File: src/rtl/kronos_ex_alu_stage.sv
`default_nettype none
// +----------------------------------------------------------------------------+
// | kronos_ex_alu_stage : execute stage (ALU + output register + fwd tap)       |
// | Optional skid entry enabled by defining KRONOS_EX_SKID_EN                   |
// | Revision: 1.0                                                               |
// +----------------------------------------------------------------------------+

module kronos_alu (
    input  logic [31:0] i_op1,
    input  logic [31:0] i_op2,
    input  logic [3:0]  i_aluop,
    output logic [31:0] o_result
);
    localparam logic [3:0] c_ALU_ADD  = 4'b0000;
    localparam logic [3:0] c_ALU_SUB  = 4'b1000;
    localparam logic [3:0] c_ALU_SLL  = 4'b0001;
    localparam logic [3:0] c_ALU_SLT  = 4'b0010;
    localparam logic [3:0] c_ALU_SLTU = 4'b0011;
    localparam logic [3:0] c_ALU_XOR  = 4'b0100;
    localparam logic [3:0] c_ALU_SRL  = 4'b0101;
    localparam logic [3:0] c_ALU_SRA  = 4'b1101;
    localparam logic [3:0] c_ALU_OR   = 4'b0110;
    localparam logic [3:0] c_ALU_AND  = 4'b0111;

    logic [4:0] w_shamt;
    assign w_shamt = i_op2[4:0];

    always_comb begin
        o_result = '0;
        case (i_aluop)
            c_ALU_ADD:  o_result = i_op1 + i_op2;
            c_ALU_SUB:  o_result = i_op1 - i_op2;
            c_ALU_SLL:  o_result = i_op1 << w_shamt;
            c_ALU_SLT:  o_result = {31'b0, $signed(i_op1) < $signed(i_op2)};
            c_ALU_SLTU: o_result = {31'b0, i_op1 < i_op2};
            c_ALU_XOR:  o_result = i_op1 ^ i_op2;
            c_ALU_SRL:  o_result = i_op1 >> w_shamt;
            c_ALU_SRA:  o_result = 32'($signed(i_op1) >>> w_shamt);
            c_ALU_OR:   o_result = i_op1 | i_op2;
            c_ALU_AND:  o_result = i_op1 & i_op2;
            default:    o_result = '0;
        endcase
    end
endmodule

module kronos_ex_alu_stage #(
    parameter int RD_W = 5
) (
    input  logic            clk,
    input  logic            rst,
    input  logic            flush,
    input  logic [31:0]     decode_op1,
    input  logic [31:0]     decode_op2,
    input  logic [3:0]      decode_aluop,
    input  logic [RD_W-1:0] decode_rd,
    input  logic            decode_regwr,
    input  logic            decode_vld,
    output logic            decode_rdy,
    output logic [31:0]     execute_result,
    output logic [RD_W-1:0] execute_rd,
    output logic            execute_regwr,
    output logic            execute_vld,
    input  logic            execute_rdy,
    output logic            fwd_vld,
    output logic [RD_W-1:0] fwd_rd,
    output logic [31:0]     fwd_data
);
    logic [31:0]     w_alu_result;
    logic            w_out_fire;
    logic            w_out_free;
    logic            w_in_fire;

    logic [31:0]     r_out_result;
    logic [RD_W-1:0] r_out_rd;
    logic            r_out_regwr;
    logic            r_out_vld;

    kronos_alu u_alu (
        .i_op1    (decode_op1),
        .i_op2    (decode_op2),
        .i_aluop  (decode_aluop),
        .o_result (w_alu_result)
    );

    assign w_out_fire = r_out_vld & execute_rdy;
    assign w_out_free = ~r_out_vld | execute_rdy;

`ifdef KRONOS_EX_SKID_EN
    logic [31:0]     r_skid_result;
    logic [RD_W-1:0] r_skid_rd;
    logic            r_skid_regwr;
    logic            r_skid_vld;

    // Ready comes straight from a flop, so WB backpressure never reaches ID combinationally.
    assign decode_rdy = ~r_skid_vld;
    assign w_in_fire  = decode_vld & ~r_skid_vld & ~flush;

    always_ff @(posedge clk) begin
        if (rst) begin
            r_out_result  <= '0;
            r_out_rd      <= '0;
            r_out_regwr   <= 1'b0;
            r_out_vld     <= 1'b0;
            r_skid_result <= '0;
            r_skid_rd     <= '0;
            r_skid_regwr  <= 1'b0;
            r_skid_vld    <= 1'b0;
        end else if (flush) begin
            r_out_vld  <= 1'b0;
            r_skid_vld <= 1'b0;
        end else if (r_skid_vld) begin
            // A full skid implies a valid output, so execute_rdy alone means a transfer out.
            if (execute_rdy) begin
                r_out_result <= r_skid_result;
                r_out_rd     <= r_skid_rd;
                r_out_regwr  <= r_skid_regwr;
                r_skid_vld   <= 1'b0;
            end
        end else if (w_in_fire) begin
            if (w_out_free) begin
                r_out_result <= w_alu_result;
                r_out_rd     <= decode_rd;
                r_out_regwr  <= decode_regwr;
                r_out_vld    <= 1'b1;
            end else begin
                r_skid_result <= w_alu_result;
                r_skid_rd     <= decode_rd;
                r_skid_regwr  <= decode_regwr;
                r_skid_vld    <= 1'b1;
            end
        end else if (w_out_fire) begin
            r_out_vld <= 1'b0;
        end
    end
`else
    assign decode_rdy = w_out_free;
    assign w_in_fire  = decode_vld & w_out_free & ~flush;

    always_ff @(posedge clk) begin
        if (rst) begin
            r_out_result <= '0;
            r_out_rd     <= '0;
            r_out_regwr  <= 1'b0;
            r_out_vld    <= 1'b0;
        end else if (flush) begin
            r_out_vld <= 1'b0;
        end else if (w_in_fire) begin
            r_out_result <= w_alu_result;
            r_out_rd     <= decode_rd;
            r_out_regwr  <= decode_regwr;
            r_out_vld    <= 1'b1;
        end else if (w_out_fire) begin
            r_out_vld <= 1'b0;
        end
    end
`endif

    assign execute_result = r_out_result;
    assign execute_rd     = r_out_rd;
    assign execute_regwr  = r_out_regwr;
    assign execute_vld    = r_out_vld;

    // x0 is hardwired zero, so it is never a forwarding source.
    assign fwd_vld  = r_out_vld & r_out_regwr & (r_out_rd != '0);
    assign fwd_rd   = r_out_rd;
    assign fwd_data = r_out_result;
endmodule

`default_nettype wire

File: config.mk
export PLATFORM = sky130hd
export DESIGN_NAME = kronos_ex_alu_stage
export DESIGN_NICKNAME = d
export VERILOG_FILES = /design/src/rtl/kronos_ex_alu_stage.sv
export SDC_FILE = /design/constraint.sdc
export NUM_CORES = 1
export LEC_CHECK = 0
export ABC_AREA = 1
export ABC_CLOCK_PERIOD_IN_PS = 4000
export BUFFER_PORTS_ARGS = -buffer_cell sky130_fd_sc_hd__buf_4
export CAP_MARGIN = 20
export CORE_ASPECT_RATIO = 1.5
export CORE_MARGIN = 1.5
export CORE_UTILIZATION = 55
export DETAILED_ROUTE_END_ITERATION = 12
export PLACE_DENSITY = 0.74
export SYNTH_ARGS = -nofsm -noshare
export SYNTH_HDL_FRONTEND = slang
export SYNTH_SLANG_ARGS = --single-unit
File: constraint.sdc
create_clock -name clk -period 4 [get_ports clk]
set_input_delay 0.8 -clock clk [delete_from_list [all_inputs] [get_ports clk]]
set_output_delay 0.8 -clock clk [all_outputs]
set_load 0.02 [all_outputs]
# == Word-level counts from Yosys, hierarchy flattened ==
# Cells that the tools add are included.
# Widths: inputs -> output; s select.
# word_totals
mem_bits_ro,0
out_inout_bits,78
ff_bits,39
in_bits,79
latch_bits,0
ram_bits,0
mem_count,0
wordCells,39
# classes
reduce_logical,5
div_mod_pow,0
magnitude_cmp,2
n_addsub,2
n_mux,3
eq_ne,9
n_mul,0
shifts,3
n_bitwise,11
# ops
op,n
$pmux 32 s10,1
$lt 32x32->1,2
$add 32x32->32,1
$and 32x32->32,1
$or 32x32->32,1
$shl 32x5->32,1
$shr 32x5->32,1
$sshr 32x5->32,1
$sub 32x32->32,1
$xor 32x32->32,1
$eq 4x3->1 const B,4
$eq 4x2->1 const B,2
$eq 4x4->1 const B,2
$and 1x1->1,5
$reduce_bool 5->1,1
$eq 4x1->1 const B,1
$logic_not 4->1,1
$mux 1,2
$not 1->1,2
$reduce_and 2->1,1
$reduce_bool 2->1,1
$reduce_or 2->1,1
$or 1x1->1,1

# == Logic depth before layout (Yosys ltp) ==
# Gate-level depths: netlist of run 1.
# logic_depth
ltp_word,5
mapped_depth,19
depth_no_buf,18

# == Cells and area by module ==
# Synthesis of run 1 repeated with hierarchy kept, for this count alone.
# hier_totals
hier_cells,2431
hier_area_um2,12174.2
# by_module_without_submodules
mod,instances,cells_per_inst,seq_area_each_um2,area_per_inst_um2
kronos_alu,1,2132,0.0,10124.7
kronos_ex_alu_stage,1,299,780.7,2049.5

# == Least setup slack after synthesis of run 1 ==
# No wires, ideal clock.
# synth_timing
path_kind,input to register
from,in decode_op2[4]
to,"reg r_out_result[18], in the netlist execute_result[18]"
required_time_ns,3.868
setup_slack_ns,0.934
n_path_buf,3
setup_ns,0.132
arrival_ns,2.934
path_stages,17
cell_sequence,clkbuf_1 inv_1 buf_2 buf_1 ha_1 nor2_1 nand3_1 nand3_1 nand2_1 nand2_1 nand2_1 nand2_1 nand2_1 nand3_1 nand2_1 o21ai_0 a21oi_1
# synth_between
elab_chain_len,2
word_cells_on_any_way,6
# synth_rtl
element,line,rtl
start: declaration,53,"input logic [31:0] decode_op2,"
$sub 32x32->32 (tied with other cells),32,c_ALU_SUB: o_result = i_op1 - i_op2;
$pmux 32 s10 *,30,case (i_aluop)
end signal: assignment,148,r_out_result <= w_alu_result;
end: declaration,73,logic [31:0] r_out_result;
# Every way passes the cells marked *; elsewhere a longest branch is shown, timed or not.
# A chain may end at the register's enable or synchronous reset.

# == Worst setup path after layout of run 1 ==
# layout_timing
from,in decode_op2[3]
to,"reg r_out_result[30], in the netlist execute_result[30]"
# Same word-level chain as after synthesis.

==> results of run 1 <==
## power groups by stage
| stage | logic (mW) | clock network [mW] | registers (mW) |
|---|---|---|---|
| 2_1_floorplan | 0.963 | 0 | 0.447 |
| 3_3_place_gp | 1.45 | 0 | 0.429 |
| 3_5_place_dp | 1.47 | 0 | 0.429 |
| 4_1_cts | 1.47 | 0.473 | 0.421 |
| 5_1_grt | 1.68 | 0.491 | 0.423 |
| 6_report | 1.55 | 0.471 | 0.421 |
## cell type report
class | instances | area share
clock buffer | 5 | 0.009762
clock inverter | 3 | 0.003612
inverter | 316 | 0.09254
multi-input combinational | 1854 | 0.7014
sequential | 39 | 0.06091
tap | 268 | 0.02616
timing repair buffer | 176 | 0.1056
## per-stage QoR
step	power, mW	hold WS, ns	worst slack (ns)	util
3_3_place_gp	1.875	0.4672	0.5988	0.6037
6_report	2.440	0.4816	0.5467	0.6132
3_5_place_dp	1.896	0.4744	0.5402	0.6037
2_1_floorplan	1.411	0.5573	0.9342	-
5_1_grt	2.589	0.4930	0.3588	0.6132
4_1_cts	2.368	0.4839	0.8408	0.6119
## per-layer routing
metal  track usage  vias to the layer above  part of all wire  routed length [µm]
met2        0.7989                     1141              0.46               24820
met4        0.4042                        0              0.10                5517
met1        0.5037                     7306              0.33               17910
li1              -                     7548                 -                   -
met5             0                        -                 0                   0
met3       0.09925                      335              0.11                5755
## cell families after synthesis
kind of cell | Yosys count
AO/OA/AOI/OAI | 257
buffers and inverters | 451
flip-flops | 39
adder cells (fa/ha/maj) | 99
AND/OR/NAND/NOR | 1498
## cells in the final DEF (no fill, tap or decap), drive strengths merged, types with 2 or more instances in the layout
cell type / synthesis / routed
and2: 13 / 13
o221ai: 4 / 4
nand4: 30 / 30
ha: 97 / 97
nor3: 22 / 22
or2: 5 / 5
buf: 97 / 176
o211ai: 9 / 9
o22ai: 20 / 20
clkinv: 2 / 2
a21boi: 2 / 2
nand3b: 4 / 4
and3: 4 / 4
o21a: 4 / 4
fa: 2 / 2
nor4: 3 / 3
a21oi: 110 / 110
o21ai: 88 / 88
inv: 314 / 315
a31oi: 4 / 4
dfxtp: 39 / 39
nand3: 375 / 375
clkbuf: 38 / 5
o21bai: 11 / 11
a211oi: 3 / 3
nand2: 850 / 850
nor2: 191 / 191
## worst register-to-register path, delay by kind of cell, from the launching register on
kind                   cells  cell delay (ns)
AO/OA/AOI/OAI              2             0.55
flip-flops                 1             0.34
buffers and inverters      2             0.51
AND/OR/NAND/NOR            2             0.21
## state kept, by name, indices dropped and copies added, names as in the netlist
signal	cells
execute_regwr	1
execute_rd	5
execute_result	32
execute_vld	1
## worst paths after layout
kind / start / end / slack, ns / cells after the start
setup reg to reg: execute_vld$_SDFFE_PP0P_ / execute_result[2]$_SDFFE_PP0P_ / 2.32 / 6
setup / recovery: decode_op2[3] / execute_result[30]$_SDFFE_PP0P_ / 0.55 / 17
hold reg to reg: execute_result[19]$_SDFFE_PP0P_ / execute_result[19]$_SDFFE_PP0P_ / 0.48 / 2
hold / removal: execute_result[19]$_SDFFE_PP0P_ / execute_result[19]$_SDFFE_PP0P_ / 0.48 / 2
==> impl_metrics.csv, run 1 <==
group,metric,value,unit
outcome,outcome,"finished, final reports clean",
timing,setup_tns,0,ns
logic_synthesis,postSynthCellCount,2344,
grt,grt_pass1_vias,15359,
logic_synthesis,yosysTopAreaCell,"nand2_1",
logic_synthesis,synth_common_cells,"nand2_1 (848), nand3_1 (375), inv_1 (308)",
detailed_routing,wl_per_cell,20.30,µm
timing,drv_slew,0,
clock_network,clock_latency,0.29,ns
timing,slew_headroom,0.4383,
detailed_routing,drt_first_pass_iters,7,
layout,antennaDiodeCount,0,
place,placedInstanceArea,12620,µm²
clock_network,root_buffer,"clkbuf_16",
grt,track_usage,0.4776,
setup_path,slowest_delay,0.50,ns
pwr,p_seq_frac,0.173,
grt,grt_max_degree,64,
clock_network,ctsLongestPathBuffers,2,
setup_path,crit_path_max_fanout,37,
clock_network,cts_made_buffers,5,
logic_synthesis,synthXorXnorAreaFrac,0,
clock_network,cts_hold_buffers,0,
floorplanning,fp.dieH,181.5,µm
layout,layout.nets,2570,
pwr,power_switching,1.278,mW
clock_network,cts_sinks,39,
grt,grt-ovfl-total,0,
place,place_hpwl,43490,µm
detailed_routing,via_count,16330,
timing,fin_crit_sh,0.8633,
logic_synthesis,yosysUniqueCellTypes,40,
floorplanning,core,20900,µm²
timing,worstMarginPinSlew,0.8405,ns
pwr,irDropWorstVdd,0.1335,mV
detailed_routing,wirelength,54010,µm
pwr,power_frac_clock,0.193,
clock_network,htreeDepth,2,
setup_path,critPathSlowestCell,"ha_1",
layout,seq_area,780.7,µm²
logic_synthesis,synth-edff-count,0,
logic_synthesis,synth_area,11680,µm²
detailed_routing,viasPerCell,6.137,
job,max-cap-violations,0,
floorplanning,initial_core_util,0.5586,
floorplanning,io_pins,157,
timing,fin_skew,0.004662,ns
setup_path,worstSetupStartpointType,"primary input",
setup_path,crit_arrival,3.67,ns
timing,max_freq,289.6,MHz
pwr,p_leak,7.295,nW
clock_network,cts-resized-gates,0,
layout,instances_no_fill,2661,
logic_synthesis,yosys_warnings,0,
detailed_routing,drcViolationCount,0,
setup_path,required,4.22,ns
timing,finalHoldViolCount,0,
floorplanning,die_x,122.0,µm
logic_synthesis,syn_avg_cell_area,4.981,µm²
grt,grt_pass1_wl,81360,µm
timing,final-setup-viol-count,0,
grt,grt_antenna_before_repair,0,
layout,multi_input_area,8990,µm²
setup_path,path_cells,"buf_4 > inv_1 > ha_1 > inv_1 > nand2_1 > nand2_1 > nand2_1 > nand3_1 > nand2_1 > nand3_1 > nand2_1 > nand2_1 > nand2_1 > nand3_1 > nand3_1 > nand2_1 > a21oi_1",
logic_synthesis,synthAdderAreaFrac,0.1074,
clock_network,cts_tree,"yes",
clock_network,clk_pin_slew,0.06,ns
pwr,swShare,0.5238,
layout,num-fill-cells,2258,
logic_synthesis,async_reset_ff_frac,0,
logic_synthesis,ys_seq_elements,39,
setup_path,path_buf_inv,3,
logic_synthesis,synth_top_area_share,0.2726,
pwr,combPwrFrac,0.634,
floorplanning,dieArea,22130,µm²
worst_hold_path,min_path_type,"reg2reg",
logic_synthesis,ys_top_cells_by_area,"nand2_1 (27%), nand3_1 (16%), ha_1 (10%)",
place,port_buffers,156,
layout,syn_to_final_growth,9.773,%
setup_path,cp_common_cell,"nand2_1",
detailed_routing,antenna_left,0,
logic_synthesis,synth-compound-area-share,0.1209,
logic_synthesis,synth-simple-area-share,0.5410,
logic_synthesis,syn_nets,2522,
pwr,p_int,1.162,mW
setup_path,end_kind,"flop",
logic_synthesis,post_synth_mux_area_share,0,
floorplanning,fp-row-count,65,
pwr,powerDensity,190.4,nW/µm²
layout,design_area,12820,µm²
timing,rsz0062_at_grt,"false",
logic_synthesis,synth-seq-area-share,0.06687,
clock_network,post-cts-setup-buffers,0,
layout,drive_gt1_frac,0.08650,
setup_path,worstSetupPathType,"in2reg",
setup_path,crit_family,"simple AND/OR/NAND/NOR gates",
place,dp.cells,2652,
logic_synthesis,synth_ff_type,"dfxtp_1",
logic_synthesis,yosysMostFrequentCell,"nand2_1",
timing,final.min_clock_period,3.453,ns
detailed_routing,dr.first_iter.drc_count,1734,
logic_synthesis,synth_top_family_by_area,"simple AND/OR/NAND/NOR gates",
place,gp_congestion,1.109,
(Power assumes the default switching activity.)
==> run 2, diff against run 1 <==
RECOVER_POWER = 50   (was not set)
==> impl_metrics.csv, run 2 (synthesis results as in run 1) <==
group,metric,value,unit
timing,fin_crit_sh,0.8693,
floorplanning,fp.dieH,181.5,µm
timing,setup_tns,0,ns
layout,layout_commonest_cell,"nand2_1",
detailed_routing,viasPerCell,6.132,
clock_network,cts_hold_buffers,0,
grt,grt_antenna_before_repair,0,
clock_network,post-cts-setup-buffers,0,
place,gp_congestion,1.109,
job,max-cap-violations,0,
floorplanning,dieArea,22130,µm²
layout,layout.nets,2570,
grt,grt_pass1_vias,15359,
setup_path,reg2reg_depth,6,
pwr,swShare,0.5277,
grt,grt_max_degree,64,
setup_path,required,4.22,ns
setup_path,cp-endpoint,"execute_result[30]$_SDFFE_PP0P_",
clock_network,ctsLongestPathBuffers,2,
pwr,p_leak,7.054,nW
setup_path,worstSetupPathType,"in2reg",
grt,grt_pass1_wl,81360,µm
grt,grtUsageMet2,0.7989,
grt,grt-ovfl-total,0,
detailed_routing,wirelength,54050,µm
outcome,outcome,"finished, final reports clean",
clock_network,cts_made_buffers,5,
detailed_routing,drt_first_pass_iters,8,
timing,drv_slew,0,
clock_network,cts_sinks,39,
place,port_buffers,156,
floorplanning,io_pins,157,
setup_path,end_kind,"flop",
timing,worstMarginPinSlew,0.8559,ns
floorplanning,die_x,122.0,µm
grt,track_usage,0.4776,
timing,final-setup-viol-count,0,
layout,syn_to_final_growth,7.940,%
clock_network,clock_latency,0.29,ns
pwr,irDropWorstVdd,0.1308,mV
setup_path,r2r-end,"execute_result[2]$_SDFFE_PP0P_",
clock_network,root_buffer,"clkbuf_16",
setup_path,worstReg2RegStart,"execute_vld$_SDFFE_PP0P_",
clock_network,clk_pin_slew,0.06,ns
detailed_routing,dr.first_iter.drc_count,1743,
pwr,power_switching,1.277,mW
pwr,power_frac_clock,0.194,
pwr,p_int,1.143,mW
detailed_routing,drcViolationCount,0,
timing,slew_headroom,0.4280,
clock_network,htreeDepth,2,
floorplanning,initial_core_util,0.5586,
layout,final_cell_mix,"nand2_1 (848), nand3_1 (375), inv_1 (308)",
worst_hold_path,min_path_type,"reg2reg",
setup_path,worstSetupStartpointType,"primary input",
layout,largest_register_ffs,32,
grt,met3_usage,0.09925,
grt,grt_use_met1,0.5037,
setup_path,rrSetupSlack,2.38,ns
timing,fin_skew,0.003720,ns
layout,antennaDiodeCount,0,
floorplanning,fp-row-count,65,
place,place_hpwl,43490,µm
timing,rsz0062_at_grt,"false",
pwr,powerDensity,192.1,nW/µm²
layout,num-fill-cells,2338,
floorplanning,core,20900,µm²
timing,finalHoldViolCount,0,
clock_network,cts_tree,"yes",
setup_path,crit_path_max_fanout,37,
detailed_routing,antenna_left,0,
grt,grt_busiest_layer,"met2",
setup_path,crit_arrival,3.70,ns
worst_hold_path,worstHoldPathCells,2,
clock_network,cts-resized-gates,0,
detailed_routing,wl_per_cell,20.31,µm
pwr,p_seq_frac,0.174,
timing,max_freq,287.6,MHz
timing,final.min_clock_period,3.477,ns
pwr,combPwrFrac,0.632,
setup_path,critPathLaunch,"decode_op2[3]",
timing,hold-worst-slack,0.4801,ns
worst_hold_path,min_from,"execute_result[19]$_SDFFE_PP0P_",
detailed_routing,via_count,16317,
layout,drive_gt1_frac,0.06268,
## run 2: through the flow
stage / worst slack (ns) / instance area [µm²] / utilization / instances / power, mW
finish: 0.5227 / 12600 / 0.6030 / 2661 / 2.421
global route: 0.3588 / 12600 / 0.6030 / 2661 / 2.569
CTS: 0.8408 / 12790 / 0.6119 / 2660 / 2.368
detailed placement: 0.5402 / 12620 / 0.6037 / 2652 / 1.896
global placement: 0.5988 / 12620 / 0.6037 / 2652 / 1.875
floorplan: 0.9342 / 11680 / - / 2344 / 1.411
## run 2: worst max-delay path, stage by stage
cell	delay, ns
buf_4	0.38
inv_1	0.17
ha_1	0.50
inv_1	0.12
nand2_1	0.12
nand2_1	0.06
nand2_1	0.06
nand3_1	0.23
nand2_1	0.13
nand3_1	0.41
nand2_1	0.22
nand2_1	0.07
nand2_1	0.06
nand3_1	0.07
nand3_1	0.10
nand2_1	0.06
a21oi_1	0.13
## run 2: power by group through the flow
stage          sequential [mW]  clock (mW)  combinational [mW]
6_report                 0.421       0.469                1.53
5_1_grt                  0.423       0.491                1.66
4_1_cts                  0.421       0.473                1.47
3_5_place_dp             0.429           0                1.47
3_3_place_gp             0.429           0                1.45
2_1_floorplan            0.447           0               0.963
## run 2: how the worst min path moves through the flow
stage	end	slack (ns)
3_3_place_gp	execute_result[16]$_SDFFE_PP0P_	0.47
2_1_floorplan	execute_result[20]$_SDFFE_PP0P_	0.56
5_1_grt	execute_result[9]$_SDFFE_PP0P_	0.49
6_report	execute_result[19]$_SDFFE_PP0P_	0.48
4_1_cts	execute_result[19]$_SDFFE_PP0P_	0.48
3_5_place_dp	execute_result[19]$_SDFFE_PP0P_	0.47
## run 2: metal layers
layer,up-vias,share of wire
li1,7540,-
met1,7324,0.33
met2,1109,0.46
met3,344,0.11
met4,0,0.10
met5,-,0
## run 2: cell type report
cell class | instances | area (µm²) | share of cell area
Clock buffer | 5 | 125.1 | 0.009928
Clock inverter | 3 | 46.29 | 0.003673
Inverter | 316 | 1186 | 0.09411
Multi-Input combinational cell | 1854 | 8990 | 0.7133
Sequential cell | 39 | 780.7 | 0.06195
Tap cell | 268 | 335.3 | 0.02661
Timing Repair Buffer | 176 | 1140 | 0.09044
==> run 3, diff against run 2 <==
ABC_CLOCK_PERIOD_IN_PS = 3000   (was 4000)
PLACE_DENSITY = 0.77   (was 0.74)
clock period = 3 ns   (was 4 ns; I/O delays follow)
==> impl_metrics.csv, run 3 (synthesis results as in run 1) <==
group,metric,value,unit
timing,setup_slack,0.1821,ns
detailed_routing,met1_length,18750,µm
pwr,power_frac_clock,0.206,
timing,worstMarginPinSlew,0.6518,ns
clock_network,post-cts-setup-buffers,0,
layout,design_area,13120,µm²
setup_path,worstSetupPathType,"in2reg",
layout,syn_to_final_growth,12.32,%
setup_path,crit_path_max_fanout,6,
pwr,power_switching,1.730,mW
detailed_routing,dr.first_iter.drc_count,1662,
clock_network,clk_pin_slew,0.06,ns
setup_path,path_cells,"buf_4 > inv_1 > ha_1 > buf_4 > a21oi_1 > nand2_1 > inv_1 > nand2_1 > nand2_1 > nand4_1 > nand3_1 > nand3_1 > nand2_1 > a21oi_1",
setup_path,reg2reg_depth,7,
detailed_routing,antenna_left,0,
layout,num-fill-cells,2327,
timing,final.min_clock_period,2.818,ns
job,max-cap-violations,0,
pwr,p_seq_frac,0.165,
detailed_routing,drcViolationCount,0,
setup_path,slowest_delay,0.39,ns
timing,rsz0062_at_grt,"false",
floorplanning,fp-row-count,65,
place,dp.cells,2713,
setup_path,r2r-end,"execute_result[15]$_SDFFE_PP0P_",
grt,grt_antenna_before_repair,5,
layout,layout_commonest_cell,"nand2_1",
detailed_routing,viasPerCell,6.120,
layout,instances_no_fill,2725,
setup_path,required,3.17,ns
clock_network,root_buffer,"clkbuf_16",
outcome,outcome,"finished, final reports clean",
layout,final_core_util,0.6275,
floorplanning,dieArea,22130,µm²
grt,grt-ovfl-total,0,
detailed_routing,highest_layer,"met5",
setup_path,critPathLaunch,"decode_op1[17]",
detailed_routing,drt_first_pass_iters,9,
clock_network,ctsLongestPathBuffers,2,
timing,final-setup-viol-count,0,
setup_path,crit_arrival,2.98,ns
floorplanning,io_pins,157,
setup_path,cp_common_cell,"nand2_1",
timing,hold-worst-slack,0.4774,ns
clock_network,clock_latency,0.30,ns
layout,layout.nets,2630,
setup_path,critPathSlowestCell,"ha_1",
place,pre_cts_ws,0.04351,ns
clock_network,htreeDepth,2,
timing,slew_headroom,0.5639,
floorplanning,initial_core_util,0.5586,
setup_path,worstReg2RegStart,"execute_vld$_SDFFE_PP0P_",
timing,drv_slew,0,
clock_network,cts_tree,"yes",
pwr,irDropWorstVdd,0.2054,mV
grt,grt_max_degree,71,
layout,largest_register_ffs,32,
timing,finalHoldViolCount,0,
place,placedInstanceArea,13130,µm²
detailed_routing,wirelength,56530,µm
pwr,powerDensity,259.7,nW/µm²
grt,track_usage,0.4999,
timing,setup_tns,0,ns
floorplanning,core,20900,µm²
worst_hold_path,min_path_type,"reg2reg",
pwr,p_leak,7.372,nW
layout,final_cell_mix,"nand2_1 (848), nand3_1 (375), inv_1 (308)",
clock_network,cts_sinks,39,
pwr,total_power,3.406,mW
place,port_buffers,156,
layout,drive_gt1_frac,0.08561,
detailed_routing,wl_met2,25220,µm
clock_network,cts_made_buffers,5,
setup_path,rrSetupSlack,1.28,ns
timing,max_freq,354.9,MHz
detailed_routing,wl_per_cell,20.75,µm
clock_network,cts_hold_buffers,0,
floorplanning,fp.dieH,181.5,µm
pwr,p_int,1.676,mW
floorplanning,die_x,122.0,µm
place,place_hpwl,45920,µm
place,gp_congestion,1.102,
clock_network,cts-resized-gates,0,
grt,grt_pass1_vias,15706,
timing,fin_skew,0.003012,ns
pwr,swShare,0.5078,
detailed_routing,via_count,16677,
setup_path,worstSetupStartpointType,"primary input",
setup_path,cp-endpoint,"execute_result[26]$_SDFFE_PP0P_",
setup_path,end_kind,"flop",
timing,fin_crit_sh,0.9393,
grt,grt_pass1_wl,84280,µm
pwr,combPwrFrac,0.629,
detailed_routing,route.met3.wl,5891,µm
## run 3: changes by cell type in the layout (fill, tap and decap cells not counted), sizes merged
| cell | previous run | this run |
|---|---|---|
| inv | 315 | 314 |
| clkbuf | 63 | 62 |
| buf | 118 | 179 |
| diode | 0 | 4 |
| bufinv | 1 | 2 |
## run 3: routing by layer
layer / up-vias / GRT usage
li1: 7667 / -
met1: 7454 / 0.5150
met4: 2 / 0.4847
met5: - / 0
met3: 394 / 0.1090
met2: 1160 / 0.8175
## run 3: worst max-delay path, delay by kind of cell
family,cells,cell delay (ns)
AOI/OAI and AO/OA,2,0.46
adders and majority gates,1,0.39
buffers and inverters,4,0.46
and+or+nand+nor,7,1.08
## run 3: final cells by class
| type | instances | area [µm²] | area share |
|---|---|---|---|
| Inverter | 316 | 1186 | 0.09044 |
| Multi-Input combinational cell | 1854 | 8990 | 0.6855 |
| Timing Repair Buffer | 236 | 1620 | 0.1235 |
| Clock inverter | 3 | 67.56 | 0.005152 |
| Clock buffer | 5 | 125.1 | 0.009540 |
| Antenna cell | 4 | 10.01 | 0.0007632 |
| Sequential cell | 39 | 780.7 | 0.05953 |
| Tap cell | 268 | 335.3 | 0.02557 |
## run 3: power by group through the flow
stage / Sequential, mW / Clock (mW) / Combinational, mW
2_1_floorplan: 0.597 / 0 / 1.28
3_3_place_gp: 0.572 / 0 / 2.04
3_5_place_dp: 0.574 / 0 / 2.06
4_1_cts: 0.563 / 0.700 / 2.07
5_1_grt: 0.564 / 0.722 / 2.30
6_report: 0.562 / 0.702 / 2.14
## run 3: worst min path at each step
stage                                                from                         endpoint  slack, ns  depth (start not counted)
final                     execute_result[28]$_SDFFE_PP0P_  execute_result[28]$_SDFFE_PP0P_       0.48                          2
after global routing                                flush         execute_vld$_SDFFE_PP0P_       0.49                          2
after CTS                                           flush         execute_vld$_SDFFE_PP0P_       0.48                          2
after detailed placement  execute_result[28]$_SDFFE_PP0P_  execute_result[28]$_SDFFE_PP0P_       0.47                          2
after global placement     execute_result[2]$_SDFFE_PP0P_   execute_result[2]$_SDFFE_PP0P_       0.47                          2
after floorplan           execute_result[20]$_SDFFE_PP0P_  execute_result[20]$_SDFFE_PP0P_       0.56                          2
